$ cat src/rtl/lsu_pkg.sv
// Shared definitions for the load/store split controller.
// Contents: RISC-V funct3 encodings used by the LSU, the controller state enum,
// and size_of(), which maps a funct3 to its access size in bytes.
package lsu_pkg;

  localparam logic [2:0] F3_B  = 3'b000;
  localparam logic [2:0] F3_H  = 3'b001;
  localparam logic [2:0] F3_W  = 3'b010;
  localparam logic [2:0] F3_BU = 3'b100;
  localparam logic [2:0] F3_HU = 3'b101;

  typedef enum logic [1:0] {
    StIdle,
    StSingle,
    StSplit,
    StDone
  } lsu_state_e;

  // Access size in bytes; funct3[2] only selects sign handling.
  function automatic logic [2:0] size_of(input logic [2:0] func3);
    logic [2:0] size;
    case (func3[1:0])
      2'b00:   size = 3'd1;
      2'b01:   size = 3'd2;
      default: size = 3'd4;
    endcase
    return size;
  endfunction

endpackage

$ cat src/rtl/lsu_load_extend.sv
// Final load-data formatting for the LSU response.
// Ports:
//   word_i   assembled word (byte lanes from a split access, or captured Dmem data)
//   func3_i  funct3 of the load
//   split_i  1 = word_i was assembled from byte reads, 0 = single Dmem access
//   rdata_o  extended load data
module lsu_load_extend
  import lsu_pkg::*;
(
  input  logic [31:0] word_i,
  input  logic [2:0]  func3_i,
  input  logic        split_i,
  output logic [31:0] rdata_o
);

  // A single access already got its extension from Dmem; only split halfwords
  // need it here. Unused lanes of a split assembly are zero.
  always_comb begin
    rdata_o = word_i;
    if (split_i) begin
      case (func3_i)
        F3_H:    rdata_o = {{16{word_i[15]}}, word_i[15:0]};
        F3_HU:   rdata_o = {16'h0, word_i[15:0]};
        default: rdata_o = word_i;
      endcase
    end
  end

endmodule

$ cat src/rtl/lsu_split_ctrl.sv
// Load/store unit in front of the byte-addressed data memory.
// Aligned accesses go to Dmem as one operation; misaligned halfword/word
// accesses are split into byte operations and loads are reassembled.
// Illegal funct3, out-of-range and (optionally) misaligned accesses return an error.
// Ports:
//   clk, reset                     clock, synchronous active-high reset
//   req_valid/req_ready            request handshake (ready only in idle)
//   req_we/addr/wdata/func3        request fields, latched on acceptance
//   resp_valid/resp_rdata/resp_err one-cycle response pulse
//   dmem_we/a/wd/func3, dmem_rd    Dmem interface (dmem_rd is combinational)
module lsu_split_ctrl
  import lsu_pkg::*;
#(
  parameter int unsigned DMEM_BYTES  = 1024,
  parameter bit          MISALIGN_EN = 1'b1
) (
  input  logic        clk,
  input  logic        reset,
  input  logic        req_valid,
  output logic        req_ready,
  input  logic        req_we,
  input  logic [31:0] req_addr,
  input  logic [31:0] req_wdata,
  input  logic [2:0]  req_func3,
  output logic        resp_valid,
  output logic [31:0] resp_rdata,
  output logic        resp_err,
  output logic        dmem_we,
  output logic [31:0] dmem_a,
  output logic [31:0] dmem_wd,
  output logic [2:0]  dmem_func3,
  input  logic [31:0] dmem_rd
);

  lsu_state_e  state_q, state_d;
  logic        we_q, err_q, split_q;
  logic [31:0] addr_q, wdata_q, asm_q;
  logic [2:0]  func3_q;
  logic [1:0]  cnt_q, last_q;

  logic        f3_legal, misaligned, req_err, accept;
  logic [2:0]  req_size;
  logic [32:0] last_byte;
  logic [31:0] ext_rdata;

  // Request classification, evaluated on the live request inputs.
  always_comb begin
    if (req_we) begin
      f3_legal = (req_func3 == F3_B) || (req_func3 == F3_H) || (req_func3 == F3_W);
    end else begin
      f3_legal = (req_func3 == F3_B) || (req_func3 == F3_H) || (req_func3 == F3_W) ||
                 (req_func3 == F3_BU) || (req_func3 == F3_HU);
    end
    req_size   = size_of(req_func3);
    // 33-bit so a wrap past 2^32 shows up in bit 32 instead of aliasing low.
    last_byte  = {1'b0, req_addr} + {30'd0, req_size} - 33'd1;
    misaligned = ((req_size == 3'd2) && req_addr[0]) ||
                 ((req_size == 3'd4) && (req_addr[1:0] != 2'b00));
    req_err    = !f3_legal || last_byte[32] || (last_byte >= 33'(DMEM_BYTES)) ||
                 (misaligned && !MISALIGN_EN);
  end

  assign accept = req_valid && req_ready;

  always_ff @(posedge clk) begin
    if (reset) begin
      state_q <= StIdle;
      we_q    <= 1'b0;
      err_q   <= 1'b0;
      split_q <= 1'b0;
      addr_q  <= '0;
      wdata_q <= '0;
      func3_q <= F3_W;
      cnt_q   <= '0;
      last_q  <= '0;
      asm_q   <= '0;
    end else begin
      state_q <= state_d;
      if (accept) begin
        we_q    <= req_we;
        err_q   <= req_err;
        split_q <= misaligned;
        addr_q  <= req_addr;
        wdata_q <= req_wdata;
        func3_q <= req_func3;
        cnt_q   <= '0;
        last_q  <= (req_size == 3'd4) ? 2'd3 : 2'd1;
        asm_q   <= '0;
      end else if (state_q == StSingle) begin
        if (!we_q) asm_q <= dmem_rd;
      end else if (state_q == StSplit) begin
        cnt_q <= cnt_q + 2'd1;
        if (!we_q) asm_q[{cnt_q, 3'b000} +: 8] <= dmem_rd[7:0];
      end
    end
  end

  always_comb begin
    state_d    = state_q;
    req_ready  = 1'b0;
    resp_valid = 1'b0;
    resp_err   = 1'b0;
    dmem_we    = 1'b0;
    dmem_a     = '0;
    dmem_wd    = '0;
    dmem_func3 = F3_W;
    unique case (state_q)
      StIdle: begin
        req_ready = 1'b1;
        if (req_valid) begin
          if (req_err)         state_d = StDone;
          else if (misaligned) state_d = StSplit;
          else                 state_d = StSingle;
        end
      end
      StSingle: begin
        dmem_we    = we_q;
        dmem_a     = addr_q;
        dmem_wd    = wdata_q;
        dmem_func3 = func3_q;
        state_d    = StDone;
      end
      StSplit: begin
        dmem_we    = we_q;
        dmem_a     = addr_q + {30'd0, cnt_q};
        dmem_wd    = {24'h0, wdata_q[{cnt_q, 3'b000} +: 8]};
        dmem_func3 = we_q ? F3_B : F3_BU;
        if (cnt_q == last_q) state_d = StDone;
      end
      StDone: begin
        resp_valid = 1'b1;
        resp_err   = err_q;
        state_d    = StIdle;
      end
      default: state_d = StIdle;
    endcase
    // Reset forces the idle output values even before the state register clears.
    if (reset) begin
      req_ready  = 1'b0;
      resp_valid = 1'b0;
      resp_err   = 1'b0;
      dmem_we    = 1'b0;
      dmem_a     = '0;
      dmem_wd    = '0;
      dmem_func3 = F3_W;
    end
  end

  lsu_load_extend u_load_extend (
    .word_i  (asm_q),
    .func3_i (func3_q),
    .split_i (split_q),
    .rdata_o (ext_rdata)
  );

  assign resp_rdata = (resp_valid && !err_q && !we_q) ? ext_rdata : '0;

endmodule

$ cat config.mk
export PLATFORM = sky130hd
export DESIGN_NAME = lsu_split_ctrl
export DESIGN_NICKNAME = d
export VERILOG_FILES = /design/src/rtl/lsu_pkg.sv /design/src/rtl/lsu_load_extend.sv /design/src/rtl/lsu_split_ctrl.sv
export SDC_FILE = /design/constraint.sdc
export NUM_CORES = 1
export LEC_CHECK = 0
export CAP_MARGIN = 40
export CORE_MARGIN = 2
export CORE_UTILIZATION = 30
export CTS_BUF_LIST = sky130_fd_sc_hd__clkbuf_2 sky130_fd_sc_hd__clkbuf_4 sky130_fd_sc_hd__clkbuf_8
export CTS_CLUSTER_DIAMETER = 30
export DETAILED_ROUTE_END_ITERATION = 12
export GPL_TIMING_DRIVEN = 0
export PLACE_DENSITY_LB_ADDON = 0.05
export SYNTH_ARGS = -nofsm -noshare
export SYNTH_HDL_FRONTEND = slang
export SYNTH_SLANG_ARGS = --single-unit
export TNS_END_PERCENT = 50
$ cat constraint.sdc
create_clock -name clk -period 4.6 [get_ports clk]
set_input_delay 0.92 -clock clk [delete_from_list [all_inputs] [get_ports clk]]
set_output_delay 0.92 -clock clk [all_outputs]
set_load 0.03 [all_outputs]
==> impl_metrics.csv <==
group,metric,value,unit
yosys,synth.area.top_cells,"dfxtp_1 26%, o21ai_0 7.4%, ha_1 6.6%",
die,rows,61,
detailed_routing,vias,9144,
detailed_routing,dr.pass1.iters,6,
critical_path,crit_path_start_kind,"input pin",
global_route,grt_max_degree,19,
clock_tree,hold_buffers,0,
sta,clock_skew,20.5,ps
yosys,ys_async_sr_fraction,0,%
yosys,ys_warn_count,0,
die,pin_count,206,
detailed_routing,viasPerCell,5.26,
sta,period_share,96.8,%
yosys,synth_top_cells_by_count,"124 x o21ai_0, 108 x dfxtp_1, 104 x nand2_1",
status,outcome,"finished, final reports clean",
global_route,grt_use_total,22.0,%
layout,antenna_cells,0,
clock_tree,cts_root_buffer,"clkbuf_8",
sta,final_max_slew_viol_count,0,
die,die_y,171,um
clock_tree,cts_inserted_buffers,9,
detailed_routing,routed_wl,32700,um
layout,area_growth_syn_to_layout,33.6,%
clock_tree,cts_max_level,3,
global_route,grt_pass1_wl,49600,um
yosys,synth_edf_count,0,
detailed_routing,drtIter0Drc,683,
sta,setup_viol,0,
layout,drive_gt1_share,3.83,%
clock_tree,cts_tree,"yes",
yosys,ys_seq_area_share,25.8,%
detailed_routing,antenna_left,0,
clock_tree,cts_sinks,108,
critical_path,critPathArrivalTime,3530,ps
clock_tree,cts.clk_slew.worst_paths,110,ps
yosys,ys_types,67,
yosys,netlist_area,8370,um2
sta,slew_headroom,47.0,%
detailed_routing,drcViolationCount,0,
layout,layout.nets,1503,
detailed_routing,avgRoutedWirePerCell,18.8,um
global_route,first_global_vias,8776,
yosys,yosys.area.top_type,"dfxtp_1",
power_and_ir_drop,leakagePower,3.99,nW
sta,timing.hold.ws,479,ps
yosys,ys_ff_latch,108,
sta,worstMarginPinSlew,795,ps
power_and_ir_drop,powerDensity,349,nW/um2
critical_path,endpoint_kind,"output pin",
flow_run,drv_cap,0,
yosys,synth_area_per_cell,7.35,um2
yosys,syn_nets,1287,
critical_path,crit_path_max_fanout,10,
yosys,yosysMostFrequentCell,"o21ai_0",
yosys,synth_ff_type,"dfxtp_1",
die,die_w,171,um
critical_path,required,3680,ps
global_route,antenna_found_initial,0,
critical_path,critPathKind,"in -> out",
placement,place_area,10900,um2
clock_tree,clk_latency,390,ps
layout,design_area,11200,um2
sta,max_freq,225,MHz
sta,rsz0062_at_grt,"no",
power_and_ir_drop,max-vdd-ir-drop,0.000167,V
clock_tree,clk_path_buf_depth,2,
sta,post-route-min-period,4450,ps
die,die_area,29200,um2
die,start_util,30.3,%
sta,hold_viol,0,
global_route,grt_overflow_total,0,
power_and_ir_drop,power,0.00390,W
placement,io_buffers,205,
sta,setup_total_negative_slack,0,ps
die,core_area,27600,um2
min_path,hold_path_class,"reg -> reg",
placement,dpl.hpwl,26300,um
yosys,synth_top_area_share,25.8,%
yosys,syn_inst,1138,
placement,place_congestion,0.886,
layout,nFillCells,2982,
-- where the power goes --
part	internal [W]	total, W	switching [W]	leakage, nW
logic	0.000672	0.00185	0.00118	3.00
clock network	0.000319	0.000686	0.000367	0.108
registers	0.00116	0.00136	0.000203	0.885
total	0.00215	0.00390	0.00175	3.99
-- metrics by stage --
step	setup slack [ps]	util, %	std cells
detailed placement	-614	39.4	1721
finish	146	40.5	1737
CTS	14.0	40.3	1737
global route	20.3	40.5	1737
floorplan	921	-	1138
global placement	-625	39.4	1721
-- layout make-up --
| class | count | area (um2) | share of cell area [%] |
|---|---|---|---|
| buffer | 80 | 374 | 3.35 |
| clock buffer | 10 | 131 | 1.18 |
| clock inverter | 6 | 95.1 | 0.851 |
| inverter | 61 | 233 | 2.08 |
| multi-input combinational | 888 | 5660 | 50.6 |
| sequential | 108 | 2160 | 19.4 |
| tap | 378 | 473 | 4.23 |
| timing repair buffer | 206 | 2050 | 18.4 |
-- cells in the final DEF (no fill, tap or decap), drive strengths merged, types with 17 or more instances in the layout --
cell | Yosys | final
a211oi | 34 | 34
a21oi | 78 | 78
a22oi | 51 | 51
and2 | 51 | 51
clkbuf | 72 | 81
clkdlybuf4s50 | 0 | 195
dfxtp | 108 | 108
ha | 44 | 44
inv | 60 | 62
nand2 | 104 | 104
nand2b | 40 | 40
nand3 | 19 | 19
nand3b | 38 | 38
nand4 | 21 | 21
nor2 | 103 | 103
nor3 | 17 | 17
o21ai | 125 | 125
-- layer usage --
metal  up-vias  global-route usage [%]  wire, um
met5         -                       0         0
met1      4298                    31.5     16100
met2       275                    34.9     14500
met3        39                    2.71      1550
met4         0                    5.27       556
li1       4532                       -         -
-- worst max-delay path: stages --
cell and delay (ps):
clkdlybuf4s50_1 680, nand2b_1 160, clkbuf_1 340, clkbuf_1 630, a21oi_1 150, clkdlybuf4s50_1 650
-- final timing paths --
| kind | startpoint | endpoint | slack [ps] | cells after the start |
|---|---|---|---|---|
| max | reset | dmem_a[18] | 150 | 6 |
| max reg2reg | cnt_q[1] | asm_q[17] | 1810 | 8 |
| min reg2reg | last_q[1] | last_q[1] | 480 | 2 |
| min | last_q[1] | last_q[1] | 480 | 2 |
-- registers in the layout (all words and copies together), names as in the netlist --
signal   count
we_q         1
wdata_q     32
addr_q      32
state_q      2
cnt_q        2
func3_q      3
err_q        1
split_q      1
last_q       2
asm_q       32
-- kinds of logic after synthesis --
group           after synthesis  share of synthesized area, %
compound gates              369                          27.7
buf+inv                     142                          7.24
mux                          14                          2.89
fa+ha+maj                    46                          7.06
simple gates                446                          27.9
xor+xnor                     13                          1.36
flops                       108                          25.8
-- what timing repair did --
action / CTS / global route
setup buffers: 0 / 1
gates cloned: 0 / 0
setup endpoints to repair: 31 / 32
pin swaps: 0 / 1
gates resized for setup: 13 / 12
Power figures use the tool's default switching activity.
==> variant (same settings) <==
Register the output `resp_err`, with the module's reset; this adds one clock of latency there. The other outputs are not delayed to match. Comments in the files are not updated.
--- a/src/rtl/lsu_split_ctrl.sv
+++ b/src/rtl/lsu_split_ctrl.sv
@@ -33,2 +33,4 @@
 );
+
+  logic resp_err_d;
 
@@ -101,3 +103,3 @@
     resp_valid = 1'b0;
-    resp_err   = 1'b0;
+    resp_err_d = 1'b0;
     dmem_we    = 1'b0;
@@ -131,3 +133,3 @@
         resp_valid = 1'b1;
-        resp_err   = err_q;
+        resp_err_d = err_q;
         state_d    = StIdle;
@@ -140,3 +142,3 @@
       resp_valid = 1'b0;
-      resp_err   = 1'b0;
+      resp_err_d = 1'b0;
       dmem_we    = 1'b0;
@@ -157,2 +159,10 @@
 
+  always_ff @(posedge clk) begin
+    if (reset) begin
+      resp_err <= '0;
+    end else begin
+      resp_err <= resp_err_d;
+    end
+  end
+
 endmodule
Function: changed (Yosys sat finds a counterexample within 4 cycles, from zero or initial values and one cycle with reset high).
==> variant against the unedited design <==
Sequential power about the same. Die area is 2.1% lower. Clock skew hardly changed. Sequential cell count increased by 1. Clock power down 7.7%. Wire length down 2.2%. Final area decreased by 1.8%. Area after synthesis is 2.1% lower. Worst setup slack better by 0.010 ns. Total power down 1.5%. Critical path type is now primary input to flip-flop. Highest routed layer unchanged.
==> variant: results (changes against the unedited design) <==
The flow ran to the end, and the final reports show no timing, DRC or antenna violations. The leakage component of the power is 3.96 nW (-0.89%). The detailed-router iteration count before antenna repair is 5 (-1).

The vias per cell came out at 5.38 (+2.2%). The cell total after placement is 1637 (-4.9%). The fraction of layout instances using a drive strength above 1 came out at 5.86% (+2.0 points). The worst slew margin relative to its limit came out at 49.4% (+2.4 points). The number of antenna violations at the first check in global routing was 0 (unchanged). The final RePlAce weighted congestion is 0.879 (-0.86%).

The minimum setup slack after placement is -0.810 ns (-0.196 ns). The number of global-route vias before repair came out at 8275 (-5.7%). The net count of the mapped netlist is 1240 (-3.7%). The met1 layer usage reported by global route is 29.6% (-2.0 points). The multiplexer share of the synthesized area came out at 2.81% (-0.074 points). The HPWL after detailed placement was 25.2 mm (-4.0%).

After synthesis, the most frequently instantiated cells are sky130_fd_sc_hd__o21ai_0 (116), sky130_fd_sc_hd__dfxtp_1 (109), sky130_fd_sc_hd__nor2_1 (98), sky130_fd_sc_hd__nand2_1 (96), sky130_fd_sc_hd__a21oi_1 (79). The register-to-register path setup slack came out at 1.78 ns (-0.03 ns). The met3 layer usage reported by global route is 2.43% (-0.28 points). The final routed wire length divided by cell count was 19.3 um (+2.6%). The clock skew after layout was 0.0208 ns (+0.000327 ns).

Ranked by total cell area, the synthesized netlist is headed by sky130_fd_sc_hd__dfxtp_1 (27%), sky130_fd_sc_hd__o21ai_0 (7.1%), sky130_fd_sc_hd__ha_1 (6.7%), sky130_fd_sc_hd__a21oi_1 (4.8%), sky130_fd_sc_hd__a22oi_1 (4.7%). The proportion of synthesized chip area in sequential cells is 26.7% (+0.81 points). The largest net degree at the start of global routing came out at 23 (+4). The xor/xnor cell area share of the yosys netlist was 1.82% (+0.46 points). The area share of fa/ha/maj cells after synthesis is 7.21% (+0.15 points).

The worst register-to-register path ends at asm_q[27]$_SDFFE_PP0P_. The synthesized netlist cell count came to 1091 (-4.1%). The cell area after placement came out at 10700 um2 (-2.1%). The gate family responsible for the most delay along the worst path is compound AO/OA/AOI/OAI gates. The arrival time reported for the critical path endpoint is 4.72 ns (+1.19 ns). The worst supply voltage drop on vdd came out at 147 uV (-12%). The synthesized-area fraction occupied by ao, oa, aoi and oai cells came out at 28.0% (+0.31 points). The count of nets after finishing came out at 1459 (-2.9%). The clock-pin slew on the worst setup and hold paths came to 0.13 ns (+0.02 ns).

The routed wire length came out at 32.0 mm (-2.2%). The capturing element of the worst setup path is state_q[1]$_SDFFE_PP0P_. The number of distinct library cell variants in the gate-level netlist after synthesis is 76 (+13%). The maximum frequency from static timing analysis came to 0.225 GHz (+0.23%). The critical path starts at req_addr[2]. The number of DRC violations after detailed-routing iteration 0 is 698 (+2.2%).
[variant: changes by cell type in the layout (fill, tap and decap cells not counted), moves of 6 or more]
| cell | unedited run | this run |
|---|---|---|
| sky130_fd_sc_hd__nand2_1 | 104 | 96 |
| sky130_fd_sc_hd__buf_6 | 0 | 6 |
| sky130_fd_sc_hd__and2_1 | 51 | 44 |
| sky130_fd_sc_hd__a211o_1 | 8 | 2 |
| sky130_fd_sc_hd__o21ai_0 | 124 | 116 |
| sky130_fd_sc_hd__a21o_1 | 7 | 13 |
| sky130_fd_sc_hd__nand4_1 | 21 | 14 |
| sky130_fd_sc_hd__o21a_1 | 11 | 5 |
| sky130_fd_sc_hd__o21ai_1 | 0 | 7 |
| sky130_fd_sc_hd__o21bai_1 | 7 | 1 |
| sky130_fd_sc_hd__or3_1 | 10 | 3 |
[variant: layer usage]
layer  vias up  routed length, um  share of wire [%]
met4         0                591                1.8
li1       4377                  -                  -
met2       248              15100                 47
met1      4247              15000                 47
met5         -                  0                  0
met3        34               1330                4.1
[variant: worst reg2reg max path: stages (launching register included)]
cell and delay (ns):
sky130_fd_sc_hd__dfxtp_1 0.51, sky130_fd_sc_hd__clkbuf_1 0.61, sky130_fd_sc_hd__inv_1 0.15, sky130_fd_sc_hd__ha_1 0.23, sky130_fd_sc_hd__nor2_1 0.17, sky130_fd_sc_hd__nand3_1 0.10, sky130_fd_sc_hd__nor2_1 0.50, sky130_fd_sc_hd__a22oi_1 0.21
sky130_fd_sc_hd__a211oi_1 0.27
[variant: worst min path at each step]
stage | start | endpoint | slack [ns] | cells past startpoint
floorplan | last_q[1]$_SDFFE_PP0P_ | last_q[1]$_SDFFE_PP0P_ | 0.45 | 2
global placement | last_q[1]$_SDFFE_PP0P_ | last_q[1]$_SDFFE_PP0P_ | 0.46 | 2
detailed placement | last_q[1]$_SDFFE_PP0P_ | last_q[1]$_SDFFE_PP0P_ | 0.47 | 2
CTS | last_q[1]$_SDFFE_PP0P_ | last_q[1]$_SDFFE_PP0P_ | 0.49 | 2
global route | last_q[1]$_SDFFE_PP0P_ | last_q[1]$_SDFFE_PP0P_ | 0.51 | 2
finish | last_q[1]$_SDFFE_PP0P_ | last_q[1]$_SDFFE_PP0P_ | 0.49 | 2
[variant: area by class of cell]
class                   count  area (um2)
well taps                 341         427
clock inverters             7        86.3
flip-flops and latches    109        2190
repair buffers            210        2070
multi-input cells         845        5500
clock buffers               9         124
plain buffers              78         379
fillers                  2851       15900
inverters                  57         214
[variant: what timing repair did]
item	4_1_cts	5_1_grt
setup buffers	0	5
setup endpoints to repair	45	29
pin swaps	1	7
resized for setup	30	25
hold buffers	0	0
[variant: report_power, final]
part | switching [W] | internal [W]
sequential | 0.000196 | 0.00117
clock | 0.000413 | 0.000220
combinational | 0.00117 | 0.000672
